### src/rtl/cpc_pi_mailbox.sv
// rtl/cpc_pi_mailbox.sv - Z80 I/O-port mailbox bridging the CPC bus to Raspberry Pi GPIO
//
// Purpose: CPC OUT to the data port pushes bytes into a TX FIFO that is handed
// to the Pi with a 4-phase RDY/ACK handshake. Bytes strobed in by the Pi land
// in a single-entry RX register read back with IN. The status port reports
// {3'b0, tx_overflow, rx_overrun, tx_empty, tx_full, rx_valid}.
//
// Ports:
//   i_clk          CPC bus clock, all state on the rising edge
//   i_rst_n        asynchronous active-low reset
//   i_a            Z80 address bus
//   i_d_in         Z80 data bus, write side
//   o_d_out        read data to the Z80 data bus
//   o_d_oe         data bus drive enable
//   i_ioreq_b, i_rd_b, i_wr_b, i_m1_b   Z80 bus control, active-low
//   o_pi_data_out  TX byte presented to the Pi
//   o_pi_rdy       TX byte valid
//   i_pi_ack       Pi acknowledge (asynchronous)
//   i_pi_data_in   RX byte from the Pi (qualified by i_pi_stb)
//   i_pi_stb       Pi strobe (asynchronous)
//   o_pi_busy      RX register occupied
module cpc_pi_mailbox #(
   parameter logic [15:0] PORT_BASE  = 16'hFD80,
   parameter int          FIFO_DEPTH = 4
) (
   input  logic        i_clk,
   input  logic        i_rst_n,
   input  logic [15:0] i_a,
   input  logic [7:0]  i_d_in,
   output logic [7:0]  o_d_out,
   output logic        o_d_oe,
   input  logic        i_ioreq_b,
   input  logic        i_rd_b,
   input  logic        i_wr_b,
   input  logic        i_m1_b,
   output logic [7:0]  o_pi_data_out,
   output logic        o_pi_rdy,
   input  logic        i_pi_ack,
   input  logic [7:0]  i_pi_data_in,
   input  logic        i_pi_stb,
   output logic        o_pi_busy
);

   localparam int          AW        = $clog2(FIFO_DEPTH);
   localparam logic [15:0] STAT_PORT = PORT_BASE + 16'd1;

   typedef enum logic [1:0] {TX_IDLE, TX_PRESENT, TX_WAIT_LO} tx_state_t;

   // Bus decode: interrupt acknowledge (M1 low with IOREQ low) is never an I/O cycle.
   logic w_io_cyc, w_wr_data, w_rd_data, w_rd_stat;
   assign w_io_cyc  = !i_ioreq_b && i_m1_b;
   assign w_wr_data = w_io_cyc && !i_wr_b && (i_a == PORT_BASE);
   assign w_rd_data = w_io_cyc && !i_rd_b && (i_a == PORT_BASE);
   assign w_rd_stat = w_io_cyc && !i_rd_b && (i_a == STAT_PORT);

   // Previous samples of the decode give one event per bus cycle.
   logic r_wr_data_q, r_rd_data_q, r_rd_stat_q;
   logic w_wr_commit, w_rd_data_trail, w_rd_stat_trail;
   assign w_wr_commit     = w_wr_data && !r_wr_data_q;
   assign w_rd_data_trail = !w_rd_data && r_rd_data_q;
   assign w_rd_stat_trail = !w_rd_stat && r_rd_stat_q;

   // Synchronisers for the Pi-side asynchronous controls.
   logic r_ack_s1, r_ack_s, r_stb_s1, r_stb_s, r_stb_d;
   logic w_stb_rise;
   assign w_stb_rise = r_stb_s && !r_stb_d;

   // TX FIFO: the extra pointer MSB separates full from empty.
   logic [7:0]  r_mem [FIFO_DEPTH];
   logic [AW:0] r_wr_ptr, r_rd_ptr;
   logic        w_empty, w_full, w_push;
   assign w_empty = (r_wr_ptr == r_rd_ptr);
   assign w_full  = (r_wr_ptr[AW] != r_rd_ptr[AW]) &&
                    (r_wr_ptr[AW-1:0] == r_rd_ptr[AW-1:0]);

   tx_state_t  r_tx_state, w_tx_next;
   logic       w_tx_load, w_tx_pop;
   logic [7:0] r_pi_data;

   // A push into a full FIFO is still accepted when the head leaves on the same edge.
   assign w_push = w_wr_commit && (!w_full || w_tx_pop);

   logic       r_rx_valid, r_rx_overrun, r_tx_overflow;
   logic [7:0] r_rx_data;

   always_ff @(posedge i_clk or negedge i_rst_n) begin
      if (!i_rst_n) begin
         r_wr_data_q <= 1'b0;
         r_rd_data_q <= 1'b0;
         r_rd_stat_q <= 1'b0;
         r_ack_s1    <= 1'b0;
         r_ack_s     <= 1'b0;
         r_stb_s1    <= 1'b0;
         r_stb_s     <= 1'b0;
         r_stb_d     <= 1'b0;
      end else begin
         r_wr_data_q <= w_wr_data;
         r_rd_data_q <= w_rd_data;
         r_rd_stat_q <= w_rd_stat;
         r_ack_s1    <= i_pi_ack;
         r_ack_s     <= r_ack_s1;
         r_stb_s1    <= i_pi_stb;
         r_stb_s     <= r_stb_s1;
         r_stb_d     <= r_stb_s;
      end
   end

   always_ff @(posedge i_clk) begin
      if (w_push) begin
         r_mem[r_wr_ptr[AW-1:0]] <= i_d_in;
      end
   end

   always_ff @(posedge i_clk or negedge i_rst_n) begin
      if (!i_rst_n) begin
         r_wr_ptr      <= '0;
         r_rd_ptr      <= '0;
         r_tx_overflow <= 1'b0;
      end else begin
         if (w_push) begin
            r_wr_ptr <= r_wr_ptr + 1'b1;
         end
         if (w_tx_pop) begin
            r_rd_ptr <= r_rd_ptr + 1'b1;
         end
         if (w_wr_commit && !w_push) begin
            r_tx_overflow <= 1'b1;
         end else if (w_rd_stat_trail) begin
            r_tx_overflow <= 1'b0;
         end
      end
   end

   always_ff @(posedge i_clk or negedge i_rst_n) begin
      if (!i_rst_n) begin
         r_tx_state <= TX_IDLE;
         r_pi_data  <= 8'h00;
      end else begin
         r_tx_state <= w_tx_next;
         if (w_tx_load) begin
            r_pi_data <= r_mem[r_rd_ptr[AW-1:0]];
         end
      end
   end

   always_comb begin
      w_tx_next = r_tx_state;
      w_tx_load = 1'b0;
      w_tx_pop  = 1'b0;
      case (r_tx_state)
         TX_IDLE: begin
            if (!w_empty && !r_ack_s) begin
               w_tx_load = 1'b1;
               w_tx_next = TX_PRESENT;
            end
         end
         TX_PRESENT: begin
            if (r_ack_s) begin
               w_tx_pop  = 1'b1;
               w_tx_next = TX_WAIT_LO;
            end
         end
         TX_WAIT_LO: begin
            if (!r_ack_s) begin
               w_tx_next = TX_IDLE;
            end
         end
         default: w_tx_next = TX_IDLE;
      endcase
   end

   // A strobe landing on the data-read trailing edge refills the register
   // instead of counting as an overrun.
   always_ff @(posedge i_clk or negedge i_rst_n) begin
      if (!i_rst_n) begin
         r_rx_data    <= 8'h00;
         r_rx_valid   <= 1'b0;
         r_rx_overrun <= 1'b0;
      end else begin
         if (w_stb_rise && (!r_rx_valid || w_rd_data_trail)) begin
            r_rx_data  <= i_pi_data_in;
            r_rx_valid <= 1'b1;
         end else if (w_rd_data_trail) begin
            r_rx_valid <= 1'b0;
         end
         if (w_stb_rise && r_rx_valid && !w_rd_data_trail) begin
            r_rx_overrun <= 1'b1;
         end else if (w_rd_stat_trail) begin
            r_rx_overrun <= 1'b0;
         end
      end
   end

   always_comb begin
      o_d_out = 8'h00;
      if (i_rst_n && w_rd_data) begin
         o_d_out = r_rx_data;
      end else if (i_rst_n && w_rd_stat) begin
         o_d_out = {3'b000, r_tx_overflow, r_rx_overrun, w_empty, w_full, r_rx_valid};
      end
   end

   assign o_d_oe        = i_rst_n && (w_rd_data || w_rd_stat);
   assign o_pi_rdy      = (r_tx_state == TX_PRESENT);
   assign o_pi_data_out = r_pi_data;
   assign o_pi_busy     = r_rx_valid;

endmodule

### config.mk
export PLATFORM = sky130hd
export DESIGN_NAME = cpc_pi_mailbox
export DESIGN_NICKNAME = d
export VERILOG_FILES = /design/src/rtl/cpc_pi_mailbox.sv
export SDC_FILE = /design/constraint.sdc
export NUM_CORES = 1
export LEC_CHECK = 0
export CAP_MARGIN = 5
export CORE_ASPECT_RATIO = 1.75
export CORE_MARGIN = 2
export CORE_UTILIZATION = 56
export CTS_CLUSTER_DIAMETER = 200
export DETAILED_ROUTE_END_ITERATION = 10
export DONT_BUFFER_PORTS = 1
export PLACE_DENSITY = 0.74
export REMOVE_ABC_BUFFERS = 1
export SKIP_LAST_GASP = 1
export SYNTH_ARGS = -nofsm -noshare
export SYNTH_HDL_FRONTEND = slang
export SYNTH_SLANG_ARGS = --single-unit
### constraint.sdc
create_clock -name i_clk -period 2.3 [get_ports i_clk]
set_input_delay 0.575 -clock i_clk [delete_from_list [all_inputs] [get_ports i_clk]]
set_output_delay 0.575 -clock i_clk [all_outputs]
set_load 0.01 [all_outputs]
==> impl_metrics.json <==
{
  "status": "finished, final reports clean",
  "yosysSeqAreaShare_pct": 63.94,
  "reg2reg_depth": 4,
  "pwr_density_cell_nw_per_um2": 956.6,
  "switching_share_pct": 27.59,
  "final_nets": 232,
  "postLayoutCellArea_um2": 3272,
  "cts.sinks": 67,
  "io_buffers": 0,
  "core_um2": 4977,
  "fmax_mhz": 436.9,
  "initial_utilization_pct": 57.72,
  "hold_class": "in2async",
  "antenna_found_initial": 0,
  "synthTopCellsByCount": "dfrtp_1 (35), edfxtp_1 (32), mux2_2 (10)",
  "ys_types": 38,
  "die_w_um": 58.14,
  "routabilityCongestion": 0.7705,
  "relSlewSlack_pct": 64.47,
  "hold_violations": 0,
  "dieArea_um2": 5741,
  "worstPathRequired_ps": 1730,
  "wl_per_cell_um": 20.14,
  "timing.hold.ws_ps": 58.64,
  "routed_wl_um": 4954,
  "syn2layout_area_growth_pct": 13.89,
  "netlist_instances": 167,
  "synth_edf_count": 32,
  "p_leak_uw": 0.001290,
  "start_kind": "input port",
  "htreeDepth": 3,
  "cap_violations": 0,
  "crit_type": "in2out",
  "synth.avg_cell_area_um2": 17.20,
  "place_area_um2": 3033,
  "postSynth.asyncResetShare_pct": 52.24,
  "drc_errors": 0,
  "n_antenna_cell": 0,
  "post_drt_via_cell_ratio": 5.988,
  "tightest_slew_ps": 532.9,
  "intPower_uw": 2267,
  "cts.path.max_buffers": 2,
  "dpl.hpwl_um": 3630,
  "regToRegStartpoint": "r_wr_ptr[1]$_DFFE_PN0N_",
  "power_frac_clock_pct": 30.4,
  "drt_iter0_markers": 38,
  "ios": 59,
  "rows": 34,
  "cp.arrival_ps": 1710,
  "grt_pass1_vias": 1625,
  "min_period_over_period_pct": 99.51,
  "ys_warn_count": 0,
  "grt_max_degree": 36,
  "synth_top_cells_by_area": "edfxtp_1 (33%), dfrtp_1 (30%), mux4_1 (7.3%)",
  "clk_latency_ps": 340,
  "setup-violations-final": 0,
  "yosys_register_bits": 67,
  "reg2reg_to": "o_pi_data_out[1]$_DFFE_PN0P_",
  "cts_tree": "built",
  "p_seq_share_pct": 49.2,
  "grt.overflow.total": 0,
  "clk_pin_slew_ps": 70,
  "rsz0062_at_grt": "true",
  "comb_power_share_pct": 20.4,
  "switchingPower_uw": 863.4,
  "drv_slew": 0,
  "synth.top_cell.area_share_pct": 33.45,
  "yosysTopAreaCell": "edfxtp_1",
  "cts_buffers": 9,
  "fin_ws_ps": 11.34,
  "grt_util_all_layers_pct": 19.41,
  "ir_worst_vdd_uv": 796.7,
  "clk_root_buffer_cell": "clkbuf_8",
  "final.setup_skew_ps": 10.42,
  "syn_area_um2": 2873,
  "drt_pass1_iterations": 3,
  "grt_pass1_wl_um": 7928,
  "worst-path-max-fanout": 5,
  "final_layout_size_suffix_gt1_share_pct": 30.21,
  "dpl_worst_slack_ps": -61.53,
  "vias": 1473,
  "finalCriticalPeriod_ps": 2289,
  "die_h_um": 98.75,
  "rrSetupSlack_ps": 350,
  "end_kind": "primary output",
  "synth.most_common_cell": "dfrtp_1",
  "synth_ff_type": "dfrtp_1",
  "ant_nets": 0
}
[logic make-up after synthesis]
logic type | after synthesis | share of synthesized area (%)
xor gates and xnor gates | 7 | 3.441
buffers and inverters | 9 | 2.003
and+or+nand+nor | 38 | 8.581
AOI/OAI and AO/OA | 15 | 4.443
muxes | 26 | 15.42
DFF | 67 | 63.94
adders and majority gates | 5 | 2.178
[area by class of cell]
cell class,instances,area [µm²]
flip-flops and latches,67,1837
clock buffers,9,123.9
inverters,4,15.01
well taps,54,67.56
fillers,347,1705
clock inverters,7,78.83
multi-input cells,91,994.7
repair buffers,14,155.1
[per-stage QoR]
step	instances	util [%]	power (µW)	setup TNS, ps
2_1_floorplan	162	-	2039	-4140
3_3_place_gp	229	60.94	2165	-34.86
3_5_place_dp	229	60.94	2197	-1371
4_1_cts	246	65.74	3165	-18.75
5_1_grt	246	65.74	3275	-398.8
6_report	246	65.74	3130	0
[state kept, by name, summed over array words and instances, names as in the netlist, 2 cells and up]
signal and count:
o_pi_data_out 8, r_mem 32, r_rd_ptr 3, r_rx_data 8
r_tx_state 2, r_wr_ptr 3
[worst max-delay path, cell delays in order]
cell	delay [ps]
nor4b_4	250
nand4_1	220
nor4_2	290
buf_4	180
a32o_2	200
[worst max path at each step]
| stage | from | endpoint | cells after the start | slack [ps] |
|---|---|---|---|---|
| floorplan | i_a[1] | o_d_out[2] | 4 | -260 |
| global placement | i_a[1] | o_d_out[2] | 5 | -30 |
| detailed placement | i_a[1] | o_d_out[2] | 5 | -60 |
| CTS | i_a[1] | o_d_out[2] | 5 | -20 |
| global route | i_a[1] | o_d_out[2] | 5 | -90 |
| finish | i_a[1] | o_d_out[2] | 5 | 10 |
[power groups by stage]
stage                     Sequential, µW  Combinational [µW]  Clock (µW)
after floorplan                     1570                 468           0
after global placement              1560                 606           0
after detailed placement            1560                 634           0
after CTS                           1540                 652         972
after global routing                1550                 693        1030
final                               1540                 639         951
[layout by cell type, fill, tap and decap left out, types with 2 or more instances in the layout]
cell type,netlist,routed
mux2_4,8,8
o21ai_0,2,2
o41ai_1,2,2
buf_12,0,4
clkbuf_8,0,9
mux2_2,10,10
and2_1,6,6
nand2b_1,5,5
nor4_2,2,2
nand2_1,3,3
a22o_1,6,6
and4b_1,2,2
mux4_1,8,8
ha_1,5,5
inv_1,4,4
xor2_4,2,2
buf_4,0,10
clkinvlp_4,0,3
nor2b_1,2,2
xnor2_1,3,3
dfrtp_1,35,35
edfxtp_1,32,32
nor3_1,6,6
xor2_1,2,2
clkinv_4,0,3
nand4_1,2,2
nor2_1,2,2
[layer usage]
metal  GRT usage, %  up-vias  part of all wire [%]
met3          6.693        7                   5.8
li1               -      679                     -
met1          19.94      750                    33
met4          7.513        0                   1.5
met5              0        -                     0
met2          34.97       37                    59
[repair_timing]
action	in CTS	in global routing
endpoints found under the hold margin	35	0
setup buffers	0	0
resized for setup	3	0
pin swaps	3	4
setup endpoints to repair	6	5
hold buffers	1	0
Note: power is estimated with default switching activity, not from simulation.
